==> config.mk <==
export PLATFORM = sky130hd
export DESIGN_NAME = bitonic_8_be_arbiter
export DESIGN_NICKNAME = d
export VERILOG_FILES = /design/src/rtl/bitonic_8_be_arbiter.sv
export SDC_FILE = /design/constraint.sdc
export NUM_CORES = 1
export LEC_CHECK = 0
export ABC_CLOCK_PERIOD_IN_PS = 5200
export CORE_MARGIN = 2
export CORE_UTILIZATION = 59
export DETAILED_ROUTE_END_ITERATION = 10
export GPL_TIMING_DRIVEN = 0
export HOLD_SLACK_MARGIN = 0.15
export PLACE_DENSITY = 0.91
export SYNTH_ARGS = -nofsm -noshare
export SYNTH_HDL_FRONTEND = slang
export SYNTH_SLANG_ARGS = --single-unit
==> constraint.sdc <==
create_clock -name clk_i -period 5.2 [get_ports clk_i]
set_input_delay 0.78 -clock clk_i [delete_from_list [all_inputs] [get_ports clk_i]]
set_output_delay 0.78 -clock clk_i [all_outputs]
set_load 0.005 [all_outputs]
==> src/rtl/bitonic_8_be_arbiter.sv <==
// Round-robin front end sharing one pipelined 8-input bitonic backend between NREQ requesters.
// Optional sticky protocol checker enabled by defining BITONIC_BE_ARB_CHECK_EN.
module bitonic_8_be_arbiter #(
  parameter int DATAWIDTH  = 8,
  parameter int DATALENGTH = 8,
  parameter int NREQ       = 4,
  parameter int BE_LATENCY = 3,
  parameter int OUT_DEPTH  = 4
) (
  input  logic                                 clk_i,
  input  logic                                 rstn_i,
  input  logic [NREQ-1:0]                      req_valid_i,
  output logic [NREQ-1:0]                      req_ready_o,
  input  logic [NREQ*DATALENGTH*DATAWIDTH-1:0] req_data_i,
  output logic                                 be_valid_o,
  output logic [DATALENGTH*DATAWIDTH-1:0]      be_x_o,
  input  logic                                 be_valid_i,
  input  logic [DATALENGTH*DATAWIDTH-1:0]      be_y_i,
  output logic [NREQ-1:0]                      rsp_valid_o,
  input  logic [NREQ-1:0]                      rsp_ready_i,
  output logic [NREQ*DATALENGTH*DATAWIDTH-1:0] rsp_data_o,
  output logic                                 err_o
);

  localparam int VW  = DATALENGTH * DATAWIDTH;
  localparam int IDW = $clog2(NREQ);
  localparam int PW  = $clog2(OUT_DEPTH);
  localparam int CW  = $clog2(OUT_DEPTH + 1);

  function automatic logic [IDW-1:0] wrap_add(input logic [IDW-1:0] base, input int off);
    int s;
    s = int'(base) + off;
    return IDW'(s % NREQ);
  endfunction

  logic [IDW-1:0] rr_ptr, win_id, cand, be_id;
  logic           win_vld;
  logic [CW-1:0]  credit [NREQ];

  logic [BE_LATENCY-1:0] tag_vld;
  logic [IDW-1:0]        tag_id [BE_LATENCY];

  logic [PW-1:0]  wr_ptr [NREQ];
  logic [PW-1:0]  rd_ptr [NREQ];
  logic [CW-1:0]  count  [NREQ];
  logic [VW-1:0]  mem    [NREQ][OUT_DEPTH];
  logic [NREQ-1:0] push, pop;

  // NOTE: every always_comb output gets a default first, so no path can infer a latch.
  always_comb begin
    win_vld     = 1'b0;
    win_id      = '0;
    cand        = '0;
    req_ready_o = '0;
    for (int k = 0; k < NREQ; k++) begin
      cand = wrap_add(rr_ptr, k);
      if (!win_vld && req_valid_i[cand] && credit[cand] != '0) begin
        win_vld = 1'b1;
        win_id  = cand;
      end
    end
    if (win_vld) req_ready_o[win_id] = 1'b1;
  end

  // NOTE: sequential state uses non-blocking assignments so every register samples pre-edge values.
  always_ff @(posedge clk_i or negedge rstn_i) begin
    if (!rstn_i) begin
      rr_ptr     <= '0;
      be_valid_o <= 1'b0;
      be_x_o     <= '0;
      be_id      <= '0;
      tag_vld    <= '0;
      for (int s = 0; s < BE_LATENCY; s++) tag_id[s] <= '0;
    end else begin
      be_valid_o <= win_vld;
      if (win_vld) begin
        be_x_o <= req_data_i[win_id*VW +: VW];
        be_id  <= win_id;
        rr_ptr <= wrap_add(win_id, 1);
      end
      // The tag pipe trails be_valid_o so its last stage coincides with be_valid_i.
      tag_vld[0] <= be_valid_o;
      tag_id[0]  <= be_id;
      for (int s = 1; s < BE_LATENCY; s++) begin
        tag_vld[s] <= tag_vld[s-1];
        tag_id[s]  <= tag_id[s-1];
      end
    end
  end

  always_comb begin
    push = '0;
    pop  = '0;
    for (int i = 0; i < NREQ; i++) begin
      push[i] = tag_vld[BE_LATENCY-1] && (tag_id[BE_LATENCY-1] == IDW'(i));
      pop[i]  = rsp_valid_o[i] && rsp_ready_i[i];
    end
  end

  always_ff @(posedge clk_i or negedge rstn_i) begin
    if (!rstn_i) begin
      for (int i = 0; i < NREQ; i++) begin
        wr_ptr[i] <= '0;
        rd_ptr[i] <= '0;
        count[i]  <= '0;
        credit[i] <= CW'(OUT_DEPTH);
      end
    end else begin
      for (int i = 0; i < NREQ; i++) begin
        if (push[i]) wr_ptr[i] <= wr_ptr[i] + 1'b1;
        if (pop[i])  rd_ptr[i] <= rd_ptr[i] + 1'b1;
        count[i]  <= count[i] + CW'(push[i]) - CW'(pop[i]);
        credit[i] <= credit[i] - CW'(req_ready_o[i]) + CW'(pop[i]);
      end
    end
  end

  // NOTE: FIFO storage is not reset; the counts alone decide what is visible.
  always_ff @(posedge clk_i) begin
    for (int i = 0; i < NREQ; i++) begin
      if (push[i]) mem[i][wr_ptr[i]] <= be_y_i;
    end
  end

  always_comb begin
    rsp_valid_o = '0;
    rsp_data_o  = '0;
    for (int i = 0; i < NREQ; i++) begin
      rsp_valid_o[i] = (count[i] != '0);
      if (count[i] != '0) rsp_data_o[i*VW +: VW] = mem[i][rd_ptr[i]];
    end
  end

`ifdef BITONIC_BE_ARB_CHECK_EN
  always_ff @(posedge clk_i or negedge rstn_i) begin
    if (!rstn_i) err_o <= 1'b0;
    else if (be_valid_i != tag_vld[BE_LATENCY-1]) err_o <= 1'b1;
  end
`else
  logic unused_be_valid;
  assign unused_be_valid = be_valid_i;
  assign err_o           = 1'b0;
`endif

endmodule

==> flow_metrics.py <==
metrics = {
    "status": {
        "status": "completed",
    },
    "detailed_routing": {
        "wl_um": 135000,
        "first_pass_iters": 5,
        "route.vias.total": 25912,
        "routed_via_density": 6.27,
        "drtIter0Drc": 2842,
        "drc_errors": 0,
        "wl_per_cell_um": 32.7,
        "final_antenna_net_count": 0,
    },
    "pwr": {
        "p_per_area_nw_per_um2": 616,
        "p_sw_uw": 11500,
        "p_comb_share_pct": 41.7,
        "power_uw": 35400,
        "p_seq_share_pct": 36.1,
        "p_leak_uw": 0.0194,
        "switching_share_pct": 32.5,
        "internal-power_uw": 23900,
        "ir_worst_vdd_v": 0.000319,
        "pwr-share-clk_pct": 22.3,
    },
    "yosys": {
        "synth_flop_cell": "edfxtp_1",
        "synthCells": 2210,
        "syn_area_um2": 45600,
        "ys_types": 44,
        "ys_ff_latch": 1142,
        "syn_area_per_cell_um2": 20.6,
        "synth_nets": 2581,
        "seq_area_frac_synth_pct": 74.0,
        "ys.warnings.count": 0,
        "synth-edff-count": 1024,
        "async_reset_ff_share_pct": 10.3,
    },
    "timing": {
        "setup_viol": 0,
        "final.setup.worst_slack_ps": 580,
        "fin_crit_sh_pct": 88.8,
        "rsz0062_at_grt": "false",
        "period_minus_slack_ps": 4620,
        "worst_pin_slew_ps": 1380,
        "fin_hold_ws_ps": 350,
        "worst_clock_skew_ps": 38.0,
        "max_freq_mhz": 216,
        "slew_headroom_pct": 7.75,
        "hold_violations": 0,
        "drv_slew": 0,
    },
    "critical_path": {
        "path_class": "reg -> out",
        "crit_path_frequent_cell": "clkbuf_1",
        "critPathBufInv": 3,
        "crit_family": "buffers and inverters",
        "worstPathRequired_ps": 4420,
        "arrival_ps": 3840,
        "cp_max_fo": 10,
        "endpoint_kind": "output port",
        "cpMaxStageDelayCell": "clkbuf_1",
        "cp-start-kind": "flip-flop",
        "cp_cell_sequence": "clkbuf_1, clkbuf_1, mux4_2, and2_1, clkdlybuf4s50_1",
        "max_stage_delay_ps": 980,
    },
    "floorplanning": {
        "core_area_um2": 76200,
        "die_w_um": 282,
        "die_h_um": 282,
        "rows": 101,
        "boundaryPins": 661,
        "die-area_um2": 79500,
        "start_util_pct": 59.8,
    },
    "layout": {
        "layout_common_cells": "edfxtp_1, clkdlybuf4s50_1, and2_1",
        "fillerInstances": 3893,
        "area_delta_synth_final_pct": 26.2,
        "final_common_cell": "edfxtp_1",
        "multi_input_area_um2": 11100,
        "post-route-util_pct": 75.5,
        "layout.nets": 3367,
        "layout.cells.non_filler": 4133,
        "drive_above_1_share_pct": 18.4,
        "ff_latch_area_um2": 33700,
    },
    "global_routing": {
        "antenna_found_initial": 18,
        "grtUsageTotal_pct": 34.3,
        "grt_pass1_vias": 27342,
        "grt_max_degree": 77,
        "grt_pass1_wl_um": 192000,
        "grt_overflow": 0,
    },
    "clocking": {
        "cts.sinks": 1142,
        "cts_resized": 0,
        "cts_made_buffers": 108,
        "cts-root-buf": "clkbuf_16",
        "ctsHtreeMaxLevel": 3,
        "clk_pin_slew_ps": 70,
        "cts.path.max_buffers": 3,
        "insertion_delay_ps": 690,
        "cts_tree": "built",
    },
    "min_path": {
        "hold_path.class": "reg -> reg",
    },
    "place": {
        "placed_cells": 3915,
        "place_ws_ps": 618,
        "place_congestion": 0.930,
        "dpl.hpwl_um": 86500,
        "io_buffers": 658,
    },
    "flow_run": {
        "drv_cap": 0,
    },
}
[metrics by stage]
stage	TNS, ps	cell area [um^2]
final	0	57500
after detailed placement	0	53900
after global placement	-183350	53500
after global routing	0	57500
after floorplan	0	45600
after CTS	0	57500
[synth_stat cells (4+ instances only)]
cell type	number	area [um^2]
edfxtp_1	1024	30700
o21ai_0	4	20.0
or3_1	4	25.0
inv_1	41	154
buf_2	28	140
and2_1	273	1710
mux4_2	256	5770
clkbuf_1	61	229
buf_1	15	56.3
dfstp_2	4	105
xnor2_1	28	245
buf_12	5	100
a221oi_1	4	35.0
fa_1	8	160
a221oi_2	60	901
buf_4	10	75.1
dfrtp_1	114	2850
nand2_1	14	52.6
nor2_1	65	244
ha_1	32	400
mux2i_1	129	1290
[worst reg2reg max path, delay by kind of cell, from the launching register on]
kind,cells,cell delay [ps]
AO/OA/AOI/OAI,3,1210
XOR/XNOR,2,360
adder cells (fa/ha/maj),3,800
buffers and inverters,4,830
flip-flops,1,410
AND/OR/NAND/NOR,1,270
[cell type report]
class | count | share of cell area, %
Sequential cell | 1142 | 58.6
Multi-Input combinational cell | 904 | 19.3
Clock inverter | 68 | 1.19
Inverter | 42 | 0.274
Timing Repair Buffer | 676 | 12.3
Tap cell | 1030 | 2.24
Buffer | 122 | 1.12
Antenna cell | 14 | 0.0609
Clock buffer | 135 | 4.94
[power groups by stage]
| stage | logic, uW | clock network (uW) | registers, uW |
|---|---|---|---|
| global route | 15400 | 8250 | 12900 |
| floorplan | 7280 | 0 | 12700 |
| detailed placement | 14500 | 0 | 12800 |
| finish | 14800 | 7900 | 12800 |
| global placement | 13800 | 0 | 12900 |
| CTS | 14800 | 7940 | 12800 |
[per-layer routing]
metal	up-vias	part of all wire [%]	track usage [%]
li1	10385	-	-
met1	13347	33	40.8
met2	1821	52	60.0
met3	357	9.2	6.45
met4	2	5.6	18.0
met5	-	0.012	0
[flip-flops by register name (all words and copies together), names as in the netlist]
name	count
be_id	2
rd_ptr	8
tag_id	6
mem	1024
be_x_o	64
wr_ptr	8
be_valid_o	1
count	12
rr_ptr	2
tag_vld	3
credit	12
[cell families (layout without fill, tap and decap cells)]
family / count (synthesis) / after routing / share of synthesized area [%]
flip-flops: 1142 / 1142 / 74.0
multiplexers: 385 / 385 / 15.5
AND/OR/NAND/NOR: 366 / 366 / 4.60
buffers and inverters: 164 / 1043 / 1.75
AO/OA/AOI/OAI: 84 / 84 / 2.42
adder cells (fa/ha/maj): 40 / 40 / 1.23
XOR/XNOR: 28 / 28 / 0.538
other: 1 / 15 / 0.00823
[final timing paths]
check	slack, ps	cells after the start	end	startpoint
worst min register to register	350	0	tag_vld[2]	tag_vld[1]
worst max register to register	1260	13	credit[2]	credit[7]
worst min-delay path	350	0	tag_vld[2]	tag_vld[1]
min in group asynchronous	620	2	rd_ptr[6]	rstn_i
worst max-delay path	580	5	rsp_data_o[73]	rd_ptr[5]
max in group asynchronous	3740	3	be_x_o[20]	rstn_i
[timing repair]
item                      4_1_cts  5_1_grt
setup buffers                   0        0
hold buffers                    1        0
hold endpoints to repair       41        0
Note: power is estimated with default switching activity, not from simulation.
